$ cat config.mk
export PLATFORM = sky130hd
export DESIGN_NAME = apb_req_arbiter
export DESIGN_NICKNAME = d
export VERILOG_FILES = /design/src/rtl/apb_arb_pkg.sv /design/src/rtl/apb_arb_rr2.sv /design/src/rtl/apb_req_arbiter.sv
export SDC_FILE = /design/constraint.sdc
export NUM_CORES = 1
export LEC_CHECK = 0
export CORE_MARGIN = 1
export CORE_UTILIZATION = 42
export CTS_CLUSTER_DIAMETER = 200
export CTS_CLUSTER_SIZE = 30
export DETAILED_ROUTE_END_ITERATION = 10
export PLACE_DENSITY = 0.86
export SYNTH_ARGS = -nofsm -noshare
export SYNTH_HDL_FRONTEND = slang
export SYNTH_HIERARCHICAL = 1
export SYNTH_SLANG_ARGS = --single-unit
$ cat constraint.sdc
create_clock -name apb_PCLK -period 2.7 [get_ports apb_PCLK]
set_clock_uncertainty 0.1 [all_clocks]
set_input_delay 0.54 -clock apb_PCLK [delete_from_list [all_inputs] [get_ports apb_PCLK]]
set_output_delay 0.54 -clock apb_PCLK [all_outputs]
set_load 0.1 [all_outputs]
$ cat src/rtl/apb_arb_pkg.sv
// Shared types and defaults for the two-requester APB arbiter.
package apb_arb_pkg;

    localparam int ADDR_W_DEF  = 1;
    localparam int DATA_W_DEF  = 32;
    localparam int TIMEOUT_DEF = 15;
    localparam int CNT_W       = 8;

    typedef enum logic [1:0] {
        IDLE   = 2'd0,
        SETUP  = 2'd1,
        ACCESS = 2'd2
    } arb_state_e;

endpackage

$ cat src/rtl/apb_arb_rr2.sv
// Two-way round-robin pick: the pointer breaks ties when both are eligible.
module apb_arb_rr2 (
    input  logic [1:0] eligible_i,
    input  logic       ptr_i,
    output logic       gnt_vld_o,
    output logic       gnt_idx_o
);

    always_comb begin
        gnt_vld_o = |eligible_i;
        gnt_idx_o = 1'b0;
        unique case (eligible_i)
            2'b01:   gnt_idx_o = 1'b0;
            2'b10:   gnt_idx_o = 1'b1;
            2'b11:   gnt_idx_o = ptr_i;
            default: gnt_idx_o = 1'b0;
        endcase
    end

endmodule

$ cat src/rtl/apb_req_arbiter.sv
// Two requesters share one APB master port; round-robin grant and
// an ACCESS wait-state timeout that aborts a stuck slave transfer.
module apb_req_arbiter
    import apb_arb_pkg::*;
#(
    parameter int ADDR_W  = ADDR_W_DEF,
    parameter int DATA_W  = DATA_W_DEF,
    parameter int TIMEOUT = TIMEOUT_DEF
) (
    input  logic              apb_PCLK,
    input  logic              apb_PRESETn,
    input  logic              r0_req,
    input  logic              r0_write,
    input  logic [ADDR_W-1:0] r0_addr,
    input  logic [DATA_W-1:0] r0_wdata,
    output logic              r0_done,
    output logic [DATA_W-1:0] r0_rdata,
    output logic              r0_err,
    input  logic              r1_req,
    input  logic              r1_write,
    input  logic [ADDR_W-1:0] r1_addr,
    input  logic [DATA_W-1:0] r1_wdata,
    output logic              r1_done,
    output logic [DATA_W-1:0] r1_rdata,
    output logic              r1_err,
    output logic              apb_PSEL1,
    output logic              apb_PENABLE,
    output logic              apb_PWRITE,
    output logic [ADDR_W-1:0] apb_PADDR,
    output logic [DATA_W-1:0] apb_PWDATA,
    output logic [3:0]        apb_PSTRB,
    output logic              apb_PPROT,
    input  logic [DATA_W-1:0] apb_PRDATA,
    input  logic              apb_PREADY,
    input  logic              apb_PSLVERR
);

    localparam logic [CNT_W-1:0] TO_CNT = CNT_W'(TIMEOUT);

    arb_state_e        state_q, state_d;
    logic              ptr_q, ptr_d;
    logic [CNT_W-1:0]  cnt_q, cnt_d;
    logic              own_q, own_d;
    logic              write_q, write_d;
    logic [ADDR_W-1:0] addr_q, addr_d;
    logic [DATA_W-1:0] wdata_q, wdata_d;
    logic [1:0]        done_q, done_d;
    logic [DATA_W-1:0] rdata_q, rdata_d;
    logic              err_q, err_d;

    logic [1:0]        eligible;
    logic              gnt_vld;
    logic              gnt_idx;
    logic              unused_slverr;

    // A held req must not retrigger in the cycle its done pulse is visible.
    assign eligible = {r1_req & ~done_q[1], r0_req & ~done_q[0]};

    apb_arb_rr2 u_rr2 (
        .eligible_i (eligible),
        .ptr_i      (ptr_q),
        .gnt_vld_o  (gnt_vld),
        .gnt_idx_o  (gnt_idx)
    );

    always_comb begin
        state_d = state_q;
        ptr_d   = ptr_q;
        cnt_d   = cnt_q;
        own_d   = own_q;
        write_d = write_q;
        addr_d  = addr_q;
        wdata_d = wdata_q;
        done_d  = '0;
        rdata_d = '0;
        err_d   = 1'b0;
        unique case (state_q)
            IDLE: begin
                if (gnt_vld) begin
                    own_d   = gnt_idx;
                    write_d = gnt_idx ? r1_write : r0_write;
                    addr_d  = gnt_idx ? r1_addr  : r0_addr;
                    wdata_d = gnt_idx ? r1_wdata : r0_wdata;
                    cnt_d   = '0;
                    state_d = SETUP;
                end
            end
            SETUP: begin
                state_d = ACCESS;
            end
            ACCESS: begin
                if (apb_PREADY) begin
                    state_d        = IDLE;
                    done_d[own_q]  = 1'b1;
                    rdata_d        = write_q ? '0 : apb_PRDATA;
                    ptr_d          = ~ptr_q;
                end else if (cnt_q == TO_CNT) begin
                    state_d        = IDLE;
                    done_d[own_q]  = 1'b1;
                    err_d          = 1'b1;
                    ptr_d          = ~ptr_q;
                end else begin
                    cnt_d = cnt_q + 1'b1;
                end
            end
            default: begin
                state_d = IDLE;
            end
        endcase
    end

    always_ff @(posedge apb_PCLK) begin
        if (!apb_PRESETn) begin
            state_q <= IDLE;
            ptr_q   <= 1'b0;
            cnt_q   <= '0;
            own_q   <= 1'b0;
            write_q <= 1'b0;
            addr_q  <= '0;
            wdata_q <= '0;
            done_q  <= '0;
            rdata_q <= '0;
            err_q   <= 1'b0;
        end else begin
            state_q <= state_d;
            ptr_q   <= ptr_d;
            cnt_q   <= cnt_d;
            own_q   <= own_d;
            write_q <= write_d;
            addr_q  <= addr_d;
            wdata_q <= wdata_d;
            done_q  <= done_d;
            rdata_q <= rdata_d;
            err_q   <= err_d;
        end
    end

    // Latched fields stay stale in IDLE, so the bus is gated by PSEL.
    assign apb_PSEL1   = (state_q != IDLE);
    assign apb_PENABLE = (state_q == ACCESS);
    assign apb_PWRITE  = apb_PSEL1 & write_q;
    assign apb_PADDR   = apb_PSEL1 ? addr_q  : '0;
    assign apb_PWDATA  = apb_PSEL1 ? wdata_q : '0;
    assign apb_PSTRB   = 4'hF;
    assign apb_PPROT   = 1'b0;

    assign r0_done  = done_q[0];
    assign r1_done  = done_q[1];
    assign r0_rdata = done_q[0] ? rdata_q : '0;
    assign r1_rdata = done_q[1] ? rdata_q : '0;
    assign r0_err   = done_q[0] & err_q;
    assign r1_err   = done_q[1] & err_q;

    assign unused_slverr = apb_PSLVERR;

endmodule
# ---- Word-level counts from Yosys, hierarchy flattened
# Cells that the tools add are included.
# Widths: inputs -> output; s select.
dict set report totals {
  in_bits 106
  ff_bits 81
  out_inout_bits 109
  word_cells 69
  ram_bits 0
  memories 0
  rom_bits 0
  latchBits 0
}
dict set report classes {
  shift 0
  mul 0
  reduce_logical 13
  n_eq_ne 9
  n_bitwise 11
  n_lt_le_gt_ge 2
  mux 23
  n_addsub 1
  div 0
}
# operator count
set ops {}
lappend ops {{$mux 32} 4}
lappend ops {{$mux 8} 3}
lappend ops {{$pmux 8 s2} 1}
lappend ops {{$mux 2} 5}
lappend ops {{$add 8x1->8 const B} 1}
lappend ops {{$eq 8x4->1 const B} 1}
lappend ops {{$reduce_and 2->1} 4}
lappend ops {{$mux 1} 7}
lappend ops {{$eq 2x2->1 const B} 3}
lappend ops {{$ne 2x2->1 const B} 3}
lappend ops {{$not 1->1} 6}
lappend ops {{$pmux 2 s3} 1}
lappend ops {{$reduce_bool 2->1} 3}
lappend ops {{$and 1x1->1} 5}
lappend ops {{$reduce_and 4->1} 1}
lappend ops {{$reduce_or 4->1} 1}
lappend ops {{$ne 3x1->1 const B} 1}
lappend ops {{$reduce_or 3->1} 1}
lappend ops {{$eq 2x1->1 const B} 1}
lappend ops {{$logic_not 2->1} 1}
lappend ops {{$lt 1x2->1 const B} 1}
lappend ops {{$pmux 1 s2} 1}
lappend ops {{$reduce_or 2->1} 1}
lappend ops {{$demux 1 s1} 1}
lappend ops {{other kinds (2)} 2}

# ---- Depth between registers and ports, before layout
# Gate-level depths: netlist of run 1.
dict set report depth {
  depth_word 6
  depth_mapped 7
  mapped_depth_nobuf 6
}

# ---- Cells and area by module
# The synthesis of run 1 kept the hierarchy.
# mod cells_per_inst seq_area_each_um2 area_each_um2 n_inst
set modules_own_cells {}
lappend modules_own_cells {apb_req_arbiter 423 1621.6 3861.2 1}
lappend modules_own_cells {apb_arb_rr2 3 0.0 17.5 1}

# ---- Worst setup path before layout of run 1
# No wires, ideal clock.
dict set report synth_timing {
  kind {register to output}
  start {reg done_q[0]}
  end {out r0_rdata[10]}
  path_slack_ns 0.011
  t_required_ns 2.060
  path_stages_with_launch 3
  arrival_ns 2.049
  cell_sequence {dfxtp_1 clkbuf_1 and2_1}
}
dict set report synth_between {
  elab_chain_cells 1
}
# item line
set synth_lines {}
lappend synth_lines {{start, declared} apb_req_arbiter.sv:47} ;# logic [1:0] done_q, done_d;
lappend synth_lines {{start signal, assigned} apb_req_arbiter.sv:132} ;# done_q <= done_d;
lappend synth_lines {{$mux 32} apb_req_arbiter.sv:149} ;# assign r0_rdata = done_q[0] ? rdata_q : '0;
lappend synth_lines {{end, declared} apb_req_arbiter.sv:17} ;# output logic [DATA_W-1:0] r0_rdata,
# Every way passes these cells.

# ---- Worst setup path in the final report of run 1
dict set report layout_timing {
  start {in r0_req}
  end {reg cnt_q[3]}
}
dict set report layout_between {
  elab_chain_cells 4
}
# item line
set layout_lines {}
lappend layout_lines {{start, declared} apb_req_arbiter.sv:12} ;# input logic r0_req,
lappend layout_lines {{$and 1x1->1} apb_req_arbiter.sv:57} ;# assign eligible = {r1_req & ~done_q[1], r0_req & ~done_q[0]};
lappend layout_lines {{net eligible[0]} apb_req_arbiter.sv:51} ;# logic [1:0] eligible;
lappend layout_lines {{$reduce_or 2->1} apb_arb_rr2.sv:10} ;# gnt_vld_o = |eligible_i;
lappend layout_lines {{net gnt_vld} apb_req_arbiter.sv:52} ;# logic gnt_vld;
lappend layout_lines {{$ne 2x2->1 (no line)} -}
lappend layout_lines {{$reduce_and 4->1 (no line)} -}
lappend layout_lines {{end signal, assigned} apb_req_arbiter.sv:127} ;# cnt_q <= cnt_d;
lappend layout_lines {{end, declared} apb_req_arbiter.sv:42} ;# logic [CNT_W-1:0] cnt_q, cnt_d;
# The timed path passes the listed nets, and every way through them passes these cells.
# A chain may end at the register's enable or synchronous reset.

==> flow_summary.json, run 1 <==
{
  "ys.flop_type": "dfxtp_1",
  "cts_buffers": 9,
  "clkLatencyLatePin_ns": 0.34,
  "p_leak_nw": 3.13,
  "synth_edf_count": 0,
  "hold_violations": 0,
  "syn2layout_area_growth_pct": 82.8,
  "critPathArrivalTime_ns": 2.43,
  "rrSetupSlack_ns": 0.76,
  "fp-row-count": 34,
  "rsz0062_at_grt": "false",
  "ys_seq_area_share_pct": 41.8,
  "antenna_found_initial": 0,
  "post-synth-top-count-cell": "and2_1",
  "ys_seq_elements": 81,
  "worstPathCellList": "clkdlybuf4s50_1, nor2b_1, or2_1, or3b_2, a221o_1, o211a_1",
  "grt_pass1_vias": 3644,
  "final_layout_size_suffix_gt1_share_pct": 21.3,
  "syn_inst": 426,
  "failed_checks": "DRC",
  "crit_cells": 6,
  "antenna_left": 0,
  "path_max_fanout": 5,
  "power.density_mw_per_mm2": 456,
  "crit_type": "in2reg",
  "yosysTopAreaCell": "dfxtp_1",
  "cts_tree": "yes",
  "numClockSinks": 81,
  "tightest_slew_ns": 0.598,
  "path_buf_inv": 1,
  "max_cap_violations": 0,
  "post-cts-setup-buffers": 0,
  "io_buffers": 208,
  "worstHoldPathType": "reg2reg",
  "outcome": "finished, violations left",
  "routed_wl_um": 11600,
  "holdPathStages": 1,
  "post-route-util_pct": 80.1,
  "clock.fmax_mhz": 435,
  "grt_max_degree": 70,
  "grt-ovfl-total": 0,
  "grt_use_total_pct": 24.6,
  "ioPinCount": 215,
  "synthTopCellsByCount": "and2_1 (99), dfxtp_1 (81), nand2_1 (49), nor2b_1 (38), mux2i_1 (36)",
  "clockRootBuffer": "clkbuf_8",
  "synthTopCellsByArea": "dfxtp_1 (42%), and2_1 (16%), mux2i_1 (9.3%), o211a_1 (9.0%), nor2b_1 (6.1%)",
  "post_cts_resized": 0,
  "finalPower_w": 0.00323,
  "n_fill_cell": 527,
  "postCtsHoldBufs": 0,
  "wire_per_inst_um": 15.9,
  "drc": 18,
  "r2r-start": "done_q[0]$_SDFF_PN0_",
  "htree_levels": 3,
  "vias_per_cell": 5.04,
  "max-vdd-ir-drop_v": 0.000273,
  "dieArea_mm2": 0.00962,
  "die-height_um": 98.1,
  "die_x_um": 98.1,
  "min_from": "own_q$_SDFFE_PN0P_",
  "gp_congestion": 0.834,
  "drt-initial-drc-count": 281,
  "crit_family": "simple AND/OR/NAND/NOR gates",
  "hold_ws_ns": 0.351,
  "nNetsFinal": 726,
  "max_stage_delay_ns": 0.53,
  "async_reset_ff_share_pct": 0,
  "setup-tns-final_ns": 0,
  "dp_hpwl_um": 9040,
  "slowest_stage": "or3b_2",
  "required_ns": 2.83,
  "synth_top_area_share_pct": 41.8,
  "finalMaxSlewViolations": 0,
  "finalCritPeriodShare_pct": 85.2,
  "cts_buffer_depth": 2,
  "worstSetupEndpointType": "flop",
  "firstDrtPassIters": 7,
  "min_to": "done_q[0]$_SDFF_PN0_",
  "core_region_area_mm2": 0.00885,
  "num_vias": 3689,
  "netlist_area_mm2": 0.00388,
  "finalCriticalPeriod_ns": 2.30,
  "r2r_end": "cnt_q[3]$_SDFFE_PN0P_",
  "synth_cell_types": 37,
  "n_antenna_cell": 0,
  "start_util_pct": 43.8,
  "synth_area_per_cell_um2": 9.10,
  "slew_headroom_pct": 59.8,
  "reg2reg_depth": 5,
  "yosys_warnings": 6,
  "setup_viol": 0,
  "clkTransAtPathRegs_ns": 0.08,
  "grt_pass1_wl_um": 18600,
  "startpoint_type": "input port"
}
## layer usage
metal / track usage [%] / vias up / share of wire [%]
met1: 26.6 / 1697 / 37
met4: 11.9 / 0 / 3.1
li1: - / 1787 / -
met2: 44.0 / 180 / 50
met5: 0 / - / 0
met3: 6.87 / 25 / 10
## how the worst max path moves through the flow
stage / to / start
after floorplan: r0_rdata[10] / done_q[0]$_SDFF_PN0_
after global placement: cnt_q[3]$_SDFFE_PN0P_ / r0_req
after detailed placement: cnt_q[3]$_SDFFE_PN0P_ / r0_req
after CTS: cnt_q[3]$_SDFFE_PN0P_ / r0_req
after global routing: cnt_q[3]$_SDFFE_PN0P_ / r0_req
final: cnt_q[3]$_SDFFE_PN0P_ / r0_req
## power by group
group | internal, W | switching, W | total (W)
logic | 0.000383 | 0.000567 | 0.000950
registers | 0.00127 | 0.0000376 | 0.00131
clock network | 0.000549 | 0.000427 | 0.000976
## worst register-to-register path, stage by stage (launching register included)
cell and delay (ns):
dfxtp_1 0.32, nor2b_1 0.23, or2_1 0.18, or3b_2 0.53, a221o_1 0.34, o211a_1 0.13
## area by class of cell
cell class	instances	area, um2	share of cell area, %
Clock buffer	12	145	2.05
Clock inverter	4	76.3	1.08
Inverter	3	11.3	0.159
Multi-Input combinational cell	308	2090	29.4
Sequential cell	81	1620	22.9
Tap cell	108	135	1.91
Timing Repair Buffer	216	3020	42.5
## registers in the layout, indices dropped and copies added (netlist names)
signal / cells
addr_q: 1
cnt_q: 8
done_q: 2
err_q: 1
own_q: 1
ptr_q: 1
rdata_q: 32
state_q: 2
wdata_q: 32
write_q: 1
## logic make-up (layout without fill, tap and decap cells)
group | after synthesis | count (layout) | share of synthesized area (%)
fa+ha+maj | 1 | 1 | 0.323
other cells | 2 | 5 | 0.194
compound gates | 51 | 51 | 11.8
flops | 81 | 81 | 41.8
mux | 36 | 36 | 9.29
buf+inv | 40 | 235 | 5.10
simple gates | 215 | 215 | 31.5
## metrics by stage
| stage | setup slack (ns) | instance area [um2] | instances |
|---|---|---|---|
| 2_1_floorplan | 0.0107 | 3890 | 429 |
| 3_3_place_gp | 0.134 | 6870 | 716 |
| 3_5_place_dp | 0.0538 | 6870 | 716 |
| 4_1_cts | 0.422 | 7090 | 732 |
| 5_1_grt | 0.348 | 7090 | 732 |
| 6_report | 0.401 | 7090 | 732 |
## placed cells by master (no fill, tap or decap), types with 4 or more instances in the layout
cell / netlist / routed
nor2_1: 5 / 4
nor3_1: 5 / 5
buf_4: 7 / 21
nand2_1: 49 / 49
nor2b_1: 38 / 38
and2_1: 99 / 98
clkdlybuf4s50_1: 0 / 103
nand3_1: 4 / 4
o211a_1: 35 / 35
buf_12: 0 / 91
clkbuf_8: 0 / 10
mux2i_1: 36 / 36
dfxtp_1: 81 / 81
conb_1: 2 / 5
(Power assumes the default switching activity.)
==> inputs of run 2 (changes only) <==
- SLEW_MARGIN: unset -> 30
==> results of run 2 <==
Final layout, timing and power as in run 1 (identical DEF).
==> inputs of run 3 (changes only) <==
- CORE_UTILIZATION: 42 -> 39
- PLACE_DENSITY: 0.86 -> 0.79
- clock period: 2.7 -> 2.21 ns (I/O delays scaled with it)
==> run 3 against run 2 <==
The run now ends clean. Largest power group unchanged. Largest cell class unchanged. Critical endpoint unchanged. Sequential share of layout area is 1.2 points lower. Via count is 0.41% higher. Combinational power is 35% higher. Register-to-register slack worse by 0.32 ns.
==> flow_summary.json, run 3 (synthesis gave the netlist of run 1 again) <==
{
  "antenna_left": 0,
  "outcome": "finished, final reports clean",
  "syn2layout_area_growth_pct": 93.5,
  "multi_input_area_mm2": 0.00216,
  "layout_setup_ws_ns": 0.161,
  "setup_viol": 0,
  "htree_levels": 3,
  "firstDrtPassIters": 4,
  "worstPathCellList": "clkdlybuf4s50_1, nor2b_1, or2_1, or3b_2, a221o_1, o211a_1",
  "reg2reg_depth": 5,
  "cts_buffer_depth": 2,
  "dp_hpwl_um": 9530,
  "slowest_stage": "clkdlybuf4s50_1",
  "rsz0062_at_grt": "false",
  "max_stage_delay_ns": 0.49,
  "startpoint_type": "input port",
  "dieArea_mm2": 0.0103,
  "crit_type": "in2reg",
  "grt_pass1_wl_um": 18400,
  "hold_ws_ns": 0.363,
  "final_common_cell": "buf_12",
  "grt_pass1_vias": 3673,
  "rrSetupSlack_ns": 0.44,
  "cts_buffers": 9,
  "fp-row-count": 36,
  "post-cts-setup-buffers": 0,
  "post_cts_resized": 0,
  "drt-initial-drc-count": 122,
  "grt_use_total_pct": 23.3,
  "finalCritPeriodShare_pct": 92.7,
  "numClockSinks": 81,
  "clock.fmax_mhz": 488,
  "min_from": "own_q$_SDFFE_PN0P_",
  "gp_congestion": 0.872,
  "r2r-start": "done_q[0]$_SDFF_PN0_",
  "antenna_found_initial": 0,
  "max-vdd-ir-drop_v": 0.000343,
  "clkTransAtPathRegs_ns": 0.08,
  "drc": 0,
  "tightest_slew_ns": 0.624,
  "start_util_pct": 40.1,
  "clockRootBuffer": "clkbuf_8",
  "grt_max_degree": 38,
  "postCtsHoldBufs": 0,
  "seq_area_mm2": 0.00162,
  "required_ns": 2.34,
  "final_layout_size_suffix_gt1_share_pct": 32.3,
  "finalCriticalPeriod_ns": 2.05,
  "slew_headroom_pct": 58.0,
  "min_to": "done_q[0]$_SDFF_PN0_",
  "io_buffers": 208,
  "dp_slack_ns": -0.197,
  "ioPinCount": 215,
  "die_x_um": 102,
  "critPathArrivalTime_ns": 2.18,
  "p_leak_nw": 3.28,
  "routed_wl_um": 11800,
  "clkLatencyLatePin_ns": 0.34,
  "r2r_end": "cnt_q[3]$_SDFFE_PN0P_",
  "path_max_fanout": 2,
  "num_vias": 3704,
  "power.density_mw_per_mm2": 526,
  "max_cap_violations": 0,
  "final_cell_mix": "buf_12 (111), clkdlybuf4s50_1 (103), dfxtp_1 (79)",
  "nNetsFinal": 737,
  "worstHoldPathType": "reg2reg",
  "largestRegisters": "rdata_q x32, wdata_q x32, cnt_q x8",
  "cts_tree": "yes",
  "worstSetupEndpointType": "flop",
  "vias_per_cell": 4.83,
  "grt-ovfl-total": 0,
  "n_antenna_cell": 0,
  "n_fill_cell": 626,
  "wire_per_inst_um": 15.4,
  "holdPathStages": 1,
  "finalMaxSlewViolations": 0,
  "core_region_area_mm2": 0.00968,
  "die-height_um": 102,
  "hold_violations": 0
}
[run 3: routing by layer]
layer,track usage (%),vias to the layer above,share of wire (%)
met1,23.6,1728,36
met3,7.59,14,9.5
met2,44.3,163,53
met5,0,-,0
met4,8.14,0,1.6
li1,-,1799,-
[run 3: worst max-delay path: cells and delay by family]
kind                   cells  cell delay [ns]
AO/OA/AOI/OAI              2             0.46
buffers and inverters      1             0.49
AND/OR/NAND/NOR            3             0.79
[run 3: power by group]
group	switching, W	internal [W]
combinational	0.000711	0.000565
sequential	0.0000480	0.00155
clock	0.000525	0.000550
[run 3: how the worst max path moves through the flow]
stage,slack (ns),endpoint,depth (start not counted),startpoint
after floorplan,-0.37,apb_PWDATA[10],3,state_q[0]$_SDFFE_PN0P_
after global placement,-0.14,cnt_q[3]$_SDFFE_PN0P_,6,r1_req
after detailed placement,-0.20,cnt_q[3]$_SDFFE_PN0P_,6,r1_req
after CTS,0.16,cnt_q[3]$_SDFFE_PN0P_,6,r1_req
after global routing,0.09,cnt_q[7]$_SDFFE_PN0P_,7,r0_req
final,0.16,cnt_q[3]$_SDFFE_PN0P_,6,r1_req
[run 3: cell type report]
cell class                      instances  share of cell area [%]
Multi-Input combinational cell        308                    28.8
Sequential cell                        81                    21.6
Clock buffer                           11                    1.88
Timing Repair Buffer                  227                    44.6
Clock inverter                          4                   0.717
Inverter                                3                   0.150
Tap cell                              133                    2.22
[run 3: stage by stage]
stage / setup TNS [ns] / total power, W / utilization, % / instances / instance area (um2)
detailed placement: -4.82 / 0.00291 / 75.5 / 752 / 7310
global route: 0 / 0.00413 / 77.5 / 767 / 7500
global placement: -3.48 / 0.00289 / 75.5 / 752 / 7310
floorplan: -11.20 / 0.00237 / - / 429 / 3970
finish: 0 / 0.00395 / 77.5 / 767 / 7500
CTS: 0 / 0.00399 / 77.5 / 767 / 7500
